## config.mk

```make
export PLATFORM = sky130hd
export DESIGN_NAME = rx_byte_fifo
export DESIGN_NICKNAME = d
export VERILOG_FILES = /design/src/rtl/rx_byte_fifo.sv
export SDC_FILE = /design/constraint.sdc
export NUM_CORES = 1
export LEC_CHECK = 0
export ABC_CLOCK_PERIOD_IN_PS = 2400
export CAP_MARGIN = 0
export CORE_MARGIN = 1.5
export CORE_UTILIZATION = 54
export DETAILED_ROUTE_END_ITERATION = 6
export PLACE_DENSITY_LB_ADDON = 0.15
export SYNTH_ARGS = -nofsm -noshare
export SYNTH_HDL_FRONTEND = slang
export SYNTH_SLANG_ARGS = --single-unit
```

## constraint.sdc

```tcl
create_clock -name Clk -period 2.4 [get_ports Clk]
set_input_delay 0.48 -clock Clk [delete_from_list [all_inputs] [get_ports Clk]]
set_output_delay 0.48 -clock Clk [all_outputs]
set_load 0.05 [all_outputs]
```

## src/rtl/rx_byte_fifo.sv

```systemverilog
// rx_byte_fifo: byte FIFO fed by a serial receiver running on another clock.
// The receiver's byte-valid level is synchronised and edge-detected; each rising
// edge writes one byte (or counts a parity error). Reads are synchronous with
// registered data out.
`timescale 1ns/1ps

module rx_byte_fifo #(
  parameter int DEPTH = 8,
  parameter int CW    = 4
) (
  input  logic          Clk,
  input  logic          Rst_n,
  input  logic [7:0]    PDin,
  input  logic          PDready_in,
  input  logic          ParErr_in,
  input  logic          Rd_en,
  input  logic          Clr,
  output logic [7:0]    Dout,
  output logic          Empty,
  output logic          Full,
  output logic [CW-1:0] Count,
  output logic          Overflow,
  output logic [7:0]    ErrCnt
);

  localparam int AW = (DEPTH > 1) ? $clog2(DEPTH) : 1;

  logic          s1, s2, s3;
  logic          wr_evt;
  logic          rd_acc;
  logic          wr_acc;
  logic          ovf_evt;
  logic          err_evt;
  logic [AW-1:0] wr_ptr, rd_ptr;
  logic [7:0]    mem [DEPTH];

  // Status flags follow Count directly so reset clears them immediately
  assign Empty = (Count == '0);
  assign Full  = (Count == CW'(DEPTH));

  assign wr_evt  = s2 & ~s3;
  assign rd_acc  = Rd_en & ~Empty;
  // A full FIFO still accepts a good byte when a read frees a slot on the same edge
  assign wr_acc  = wr_evt & ~ParErr_in & (~Full | rd_acc);
  assign ovf_evt = wr_evt & ~ParErr_in & Full & ~rd_acc;
  assign err_evt = wr_evt & ParErr_in;

  // Two-flop synchroniser plus history flop for rising-edge detection
  always_ff @(posedge Clk or negedge Rst_n) begin
    if (!Rst_n) begin
      s1 <= 1'b0;
      s2 <= 1'b0;
      s3 <= 1'b0;
    end else begin
      s1 <= PDready_in;
      s2 <= s1;
      s3 <= s2;
    end
  end

  // Storage array; never reset, only reachable through an accepted read
  always_ff @(posedge Clk) begin
    if (wr_acc) begin
      mem[wr_ptr] <= PDin;
    end
  end

  // Pointers, occupancy and registered read data
  always_ff @(posedge Clk or negedge Rst_n) begin
    if (!Rst_n) begin
      wr_ptr <= '0;
      rd_ptr <= '0;
      Count  <= '0;
      Dout   <= '0;
    end else begin
      if (wr_acc) begin
        wr_ptr <= wr_ptr + AW'(1);
      end
      if (rd_acc) begin
        rd_ptr <= rd_ptr + AW'(1);
        Dout   <= mem[rd_ptr];
      end
      case ({wr_acc, rd_acc})
        2'b10:   Count <= Count + CW'(1);
        2'b01:   Count <= Count - CW'(1);
        default: Count <= Count;
      endcase
    end
  end

  // Sticky overflow flag and saturating parity-error counter; Clr wins
  always_ff @(posedge Clk or negedge Rst_n) begin
    if (!Rst_n) begin
      Overflow <= 1'b0;
      ErrCnt   <= '0;
    end else if (Clr) begin
      Overflow <= 1'b0;
      ErrCnt   <= '0;
    end else begin
      if (ovf_evt) begin
        Overflow <= 1'b1;
      end
      if (err_evt && (ErrCnt != '1)) begin
        ErrCnt <= ErrCnt + 8'd1;
      end
    end
  end

endmodule

```

==> results of run 1 <==
## metal layers
| layer | global-route usage | vias to the layer above | wire length [um] |
|---|---|---|---|
| met5 | 0 | - | 0 |
| met4 | 0.0497 | 0 | 49 |
| met3 | 0.0550 | 7 | 386 |
| met2 | 0.302 | 55 | 3400 |
| met1 | 0.281 | 1085 | 3150 |
| li1 | - | 1073 | - |
## worst register-to-register path, stage by stage, from the launching register on
cell and delay, ps:
dfrtp_1 500, o41ai_4 410, or3_1 170, nand2_1 60, ha_1 300, nor3_1 220, nor2_1 60, o221a_2 240
## stage by stage
step / cell area, um^2 / setup WS, ps
after CTS: 4730 / 108
after global placement: 4550 / -28.6
after detailed placement: 4550 / -118
final: 4730 / 140
after floorplan: 3970 / 24.4
after global routing: 4730 / 51.8
## Yosys cell counts, drive strengths merged (2+ instances only)
cell    instances
a21oi           5
a31oi           2
buf            10
dfrtp          30
edfxtp         64
ha              4
inv             2
mux2            2
mux2i          11
mux4           16
nand2          20
nand2b          3
nand3           2
nand4           3
nor2           21
nor2b           3
nor3            8
nor4            3
o21ai          14
or3             2
xnor2           4
xor2            3
## kinds of logic (layout without fill, tap and decap cells)
group	count (synthesis)	in the layout	share of synthesized area
and+or+nand+nor	73	73	0.0914
xor gates and xnor gates	7	7	0.0154
DFF	94	94	0.673
buffers and inverters	13	76	0.0236
AOI/OAI and AO/OA	28	28	0.0511
adders and majority gates	4	4	0.0126
muxes	29	29	0.133
## power groups by stage
stage | clock network, mW | logic, mW | registers [mW]
2_1_floorplan | 0 | 0.922 | 2.42
3_3_place_gp | 0 | 1.60 | 2.16
3_5_place_dp | 0 | 1.62 | 2.17
4_1_cts | 0.984 | 1.63 | 2.14
5_1_grt | 1.05 | 1.74 | 2.16
6_report | 0.956 | 1.60 | 2.13
## state kept, by name, indices dropped and copies added, names as in the netlist
| signal | cells |
|---|---|
| Dout | 8 |
| wr_ptr | 3 |
| Overflow | 1 |
| s2 | 1 |
| s3 | 1 |
| mem | 64 |
| ErrCnt | 8 |
| Count | 4 |
| rd_ptr | 3 |
| s1 | 1 |
## cell type report
cell class / instances / area share
Timing Repair Buffer: 58 / 0.115
Clock inverter: 6 / 0.0111
Inverter: 2 / 0.00159
Sequential cell: 94 / 0.565
Multi-Input combinational cell: 141 / 0.254
Clock buffer: 10 / 0.0270
Tap cell: 99 / 0.0262
## final timing paths
kind / cells past startpoint / end
worst max-delay path: 1 / Count[3]
worst min-delay path: 0 / s2$_DFF_PN0_
worst max register to register: 7 / Count[1]$_DFFE_PN0P_
worst min register to register: 0 / s2$_DFF_PN0_
max in group asynchronous: 2 / wr_ptr[1]$_DFFE_PN0P_
min in group asynchronous: 2 / Dout[2]$_DFFE_PN0P_
==> summary.md, run 1 <==
| Metric | Value |
|---|---|
| Status | `finished clean` |
| CTS H-tree lvls | `3` |
| Ant. Diodes | `0` |
| Initial core utilization | `0.553` |
| Core Footprint | `about 0.007 mm^2` |
| Commonest non-fill, non-tap cell in the layout | `edfxtp_1` |
| Total number of vias | `between 2000 and 2500` |
| Critical path peak fanout | `11` |
| Via/cell ratio | `between 5 and 6` |
| Power Dens Cells | `roughly 1000 mW/mm^2` |
| GRT Resource Usage Total | `0.196` |
| Post-Syn Nets | `266` |
| Pleak | `1.74 nW` |
| IO Pins | `37` |
| Min Hold Slack | `between 300 and 400 ps` |
| Crit path cell chain | `clkdlybuf4s50_1` |
| TritonCTS Sinks | `94` |
| CP delay by family, top | `buffers and inverters` |
| Slew margin rel. | `0.607` |
| CP max-delay cell | `clkdlybuf4s50_1` |
| Avg Synthesized Cell Area | `approximately 16 um^2` |
| Predominant post-synthesis flop cell | `edfxtp_1` |
| Clock-pin slew on the worst setup and hold paths | `roughly 90 ps` |
| Max-cap violations | `0` |
| Final non-filler cell total | `410` |
| Num CTS Buffers | `9` |
| CTS Root Cell | `clkbuf_8` |
| Worst ir drop on vdd | `~0.00054 V` |
| Multi-input gate area | `~0.0012 mm^2` |
| Asr flop ratio synth | `0.319` |
| Fin. Hold Viols | `0` |
| Cell count after placement | `between 300 and 400` |
| Reg-to-Reg Start | `Count[2]$_DFFE_PN0P_` |
| Setup violations, final | `0` |
| DRT iter0 DRCs | `106` |
| Reg power frac | `0.454` |
| Nets@finish | `324` |
| Avg WL per Cell | `roughly 17 um` |
| Hold path start | `s1$_DFF_PN0_` |
| Total power | `roughly 4.7 mW` |
| Filler instances | `approximately 530` |
| CP peak stage delay | `around 900 ps` |
| Crit path buf inv count | `1` |
| Setup crit start | `Count[3]$_DFFE_PN0P_` |
| DRC Markers | `0` |
| Final wirelength | `about 7.0 mm` |
| Setup tns final | `0 ps` |
| Post-layout util | `0.660` |
| Critical Path RT | `~1900 ps` |
| Post-synth top area share | `0.484` |
| Post-synth EDFFs | `64` |
| Share of power burned in combinational logic | `0.342` |
| Yosys reg bits | `94` |
| Final period util | `0.942` |
| DRT antenna net count | `0` |
| Slew @ Worst Pin | `slightly below 600 ps` |
| Final Slew Violations | `0` |
| RSZ-0062 raised after global routing | `false` |
| Input/output buffers | `36` |
| Initial antenna violation count | `0` |
| Area grow syn2layout | `19.2%` |
| Setup Crit Path Kind | `reg2out` |
| Hold buffers post-CTS | `0` |
| Clock Power Share | `0.204` |
| Worst-case clock buffer depth | `2` |
| Die area | `0.00788 mm^2` |
| Leading cell types in the layout, fill and taps excluded | `edfxtp_1 (64), clkdlybuf4s50_1 (34), dfrtp_1 (30)` |
| Register area share after synthesis | `0.673` |
| Mapped Area | `0.00397 mm^2` |
| Die height | `between 80 and 90 um` |
| R2r setup slk | `330 ps` |
| Synth Instances | `248` |
| Std-Cell Rows | `31` |
| Arrival time worst endpoint | `between 1500 and 2000 ps` |
| Final HPWL DP | `roughly 4.6 mm` |
| First-pass GRT wire length | `11.1 mm` |
| CTS tree | `done` |
| DRT Pass-1 Iters | `4` |
| Placer congestion estimate | `about 0.8` |
| Netlist cell types | `46` |
| Internal power | `3.04 mW` |
| Post-CTS setup buffers | `0` |
| Worst Setup End Kind | `output port` |
| Fmax | `0.443 GHz` |
| Layout cells sized above 1 | `0.177` |
| Warnings, synthesis | `0` |
| Largest net degree at the start of global routing | `31` |
| Switching share of power | `0.352` |
| Die X | `between 80 and 90 um` |
| Clock Skew | `~15 ps` |
| Top cells by area, synth | `edfxtp_1 (48%), dfrtp_1 (19%), mux4_1 (6.0%)` |
| Post-cts resize count | `0` |
| Number of global-route vias before repair | `about 2100` |
| Gr ovfl total | `0` |
| Worst-skew pair later-pin latency | `between 300 and 400 ps` |
| Largest area contributor in the netlist | `edfxtp_1` |
| Startpoint class of the critical path | `flip-flop` |
| Min-Delay Path Class | `reg2reg` |
| P_sw | `about 1.7 mW` |
| Fin crit period | `roughly 2300 ps` |
| Reg area | `between 0.002 and 0.003 mm^2` |
(Power assumes the default switching activity.)
==> inputs of run 2 (changes only) <==
--- a/config.mk
+++ b/config.mk
@@ -7,7 +7,6 @@
 export LEC_CHECK = 0
 export ABC_CLOCK_PERIOD_IN_PS = 2400
 export CAP_MARGIN = 0
-export CORE_MARGIN = 1.5
 export CORE_UTILIZATION = 54
 export DETAILED_ROUTE_END_ITERATION = 6
 export PLACE_DENSITY_LB_ADDON = 0.15
==> run 2 against run 1 <==
  * First-iteration DRC count increased by 37%
  * Non-clock buffer count increased by 3
  * Combinational power down 6%
  * Core utilization is 3.0 points higher
  * Sequential share of layout area shrank 0.65 points
  * Count of clock-buffer cells in the layout rose by 1
  * Sequential power increased by 3%
  * Clock power grew 14%
  * Global-route usage increased by 0.43 points
==> summary.md, run 2 (synthesized netlist as in run 1, its figures left out) <==
| Metric | Value |
|---|---|
| Leading cell types in the layout, fill and taps excluded | `edfxtp_1 (64), clkdlybuf4s50_1 (34), dfrtp_1 (30)` |
| Critical path peak fanout | `11 (unchanged)` |
| GRT Resource Usage Total | `0.201 (+0.00434)` |
| Fin crit period | `2310 ps (+51.6 ps)` |
| R2r worst-path depth | `7 (unchanged)` |
| Worst-skew pair later-pin latency | `350 ps (about the same)` |
| Ant. Diodes | `0 (unchanged)` |
| Arrival time worst endpoint | `1830 ps (+50 ps)` |
| Slew @ Worst Pin | `696 ps (+107 ps)` |
| Met3 Track Usage GR | `0.0462 (-0.00885)` |
| Placer congestion estimate | `0.841 (+7.4%)` |
| Std-Cell Rows | `30 (-3.2%)` |
| Worst Setup EP | `Count[1]` |
| Largest net degree at the start of global routing | `31 (unchanged)` |
| Path length in cells of the critical path | `1 (unchanged)` |
| Input/output buffers | `36 (unchanged)` |
| Crit path cell chain | `clkdlybuf4s50_1` |
| DRC Markers | `0 (unchanged)` |
| Final period util | `0.963 (+0.0215)` |
| RSZ-0062 raised after global routing | `false` |
| Critical Path RT | `1920 ps (about the same)` |
| Fin. Hold Viols | `0 (unchanged)` |
| Via/cell ratio | `5.55 (+2.5%)` |
| TritonCTS Sinks | `94 (unchanged)` |
| Num CTS Buffers | `9 (unchanged)` |
| Setup crit start | `Count[1]$_DFFE_PN0P_` |
| DRT iter0 DRCs | `145 (+37%)` |
| R2r setup slk | `320 ps (about the same)` |
| First-pass GRT wire length | `11.0 mm (-0.50%)` |
| Power Dens Cells | `1000 mW/mm^2 (+0.97%)` |
| Commonest non-fill, non-tap cell in the layout | `edfxtp_1` |
| CTS H-tree lvls | `3 (unchanged)` |
| Hold buffers post-CTS | `0 (unchanged)` |
| CP max-delay cell | `clkdlybuf4s50_1` |
| Die area | `0.00770 mm^2 (-2.2%)` |
| CP delay by family, top | `buffers and inverters` |
| Avg WL per Cell | `17.0 um (-0.27%)` |
| Max-cap violations | `0 (unchanged)` |
| DRT Pass-1 Iters | `4 (unchanged)` |
| Gr ovfl total | `0 (unchanged)` |
| IO Pins | `37 (unchanged)` |
| Total number of vias | `2275 (+2.5%)` |
| Worst ir drop on vdd | `0.000423 V (-21%)` |
| Worst-case clock buffer depth | `2 (unchanged)` |
| Status | `finished clean` |
| Initial antenna violation count | `0 (unchanged)` |
| Core Footprint | `0.00694 mm^2 (-3.2%)` |
| Final HPWL DP | `4.62 mm (-0.38%)` |
| Setup violations, final | `0 (unchanged)` |
| Reg-to-Reg End | `Count[1]$_DFFE_PN0P_` |
| Fin area | `0.00479 mm^2 (+1.2%)` |
| Area grow syn2layout | `20.6%` |
| Clock-pin slew on the worst setup and hold paths | `90 ps (about the same)` |
| Clock Skew | `7.33 ps (-7.29 ps)` |
| Final wirelength | `6.96 mm (-0.27%)` |
| Die height | `87.7 um (-1.1%)` |
| Post-CTS setup buffers | `0 (unchanged)` |
| Worst Setup End Kind | `output port` |
| Number of global-route vias before repair | `2148 (+1.9%)` |
| CTS tree | `done` |
| Placed cell areas | `0.00457 mm^2 (+0.41%)` |
| CP peak stage delay | `890 ps (about the same)` |
| Slew margin rel. | `0.536 (-0.0714)` |
| Nets@finish | `327 (+0.93%)` |
| Met2 Use GR | `0.316 (+0.0148)` |
| Max reg flops | `64 (unchanged)` |
| Min-Delay Path Class | `reg2reg` |
| Layout cells sized above 1 | `0.188 (+0.0110)` |
| CTS Root Cell | `clkbuf_8` |
| Initial core utilization | `0.572 (+0.0184)` |
| Grt peak-use layer | `met2` |
| Crit path buf inv count | `1 (unchanged)` |
| Met1 GRT Util | `0.276 (-0.00509)` |
| Setup Crit Path Kind | `reg2out` |
| Reg-to-Reg Start | `Count[2]$_DFFE_PN0P_` |
| Pleak | `1.78 nW (+2.0%)` |
| Die X | `87.7 um (-1.1%)` |
| Top flop regs | `mem x64, Dout x8, ErrCnt x8` |
| DRT antenna net count | `0 (unchanged)` |
| Startpoint class of the critical path | `flip-flop` |
| Biggest register | `mem` |
| Post-cts resize count | `0 (unchanged)` |
| Post-layout util | `0.690 (+0.0299)` |
| Final Slew Violations | `0 (unchanged)` |
| Fmax | `0.433 GHz (-2.2%)` |
-- run 2: changes by cell type in the layout (fill, tap and decap cells not counted) --
cell and delta:
clkbuf_1 -1, buf_4 +3, inv_6 -1, clkinv_4 -1, bufinv_16 +1, clkbuf_8 +2
-- run 2: how the worst min path moves through the flow --
| stage | from | end | slack [ps] | cells after the start |
|---|---|---|---|---|
| floorplan | Rst_n | Count[0]$_DFFE_PN0P_ | 180 | 0 |
| global placement | s1$_DFF_PN0_ | s2$_DFF_PN0_ | 340 | 0 |
| detailed placement | s1$_DFF_PN0_ | s2$_DFF_PN0_ | 360 | 0 |
| CTS | s1$_DFF_PN0_ | s2$_DFF_PN0_ | 390 | 0 |
| global route | s1$_DFF_PN0_ | s2$_DFF_PN0_ | 400 | 0 |
| finish | s1$_DFF_PN0_ | s2$_DFF_PN0_ | 380 | 0 |
-- run 2: cell type report --
type                    instances  area, um^2
fillers                       479        2160
repair buffers                 61         568
well taps                      96         120
inverters                       2        7.51
clock buffers                  11         151
multi-input cells             141        1200
clock inverters                 5        65.1
flip-flops and latches         94        2670
-- run 2: metrics by stage --
stage	cells	TNS, ps	setup WS (ps)	power [mW]	hold WS [ps]
2_1_floorplan	248	0	24.4	3.34	184
4_1_cts	410	0	68.9	4.85	387
6_report	410	0	88.7	4.79	380
5_1_grt	410	0	6.70	5.05	402
3_5_place_dp	394	-87.8	-87.8	3.76	358
3_3_place_gp	394	-3.97	-0.596	3.72	339
-- run 2: per-layer routing --
layer	share of wire	vias to the layer above
met4	0.0047	0
li1	-	1076
met1	0.46	1148
met2	0.50	49
met5	0	-
met3	0.040	2
-- run 2: report_power, final --
group / internal (mW) / switching, mW / leakage [nW]
Combinational: 0.705 / 0.802 / 0.717
Clock: 0.549 / 0.542 / 0.104
Sequential: 1.92 / 0.274 / 0.954
==> inputs of run 3 (changes only) <==
--- a/config.mk
+++ b/config.mk
@@ -9,6 +9,7 @@
 export CAP_MARGIN = 0
 export CORE_UTILIZATION = 54
 export DETAILED_ROUTE_END_ITERATION = 6
+export GPL_ROUTABILITY_DRIVEN = 0
 export PLACE_DENSITY_LB_ADDON = 0.15
 export SYNTH_ARGS = -nofsm -noshare
 export SYNTH_HDL_FRONTEND = slang
==> results of run 3 <==
No change in the layout: final DEF, timing and power equal those of run 2.
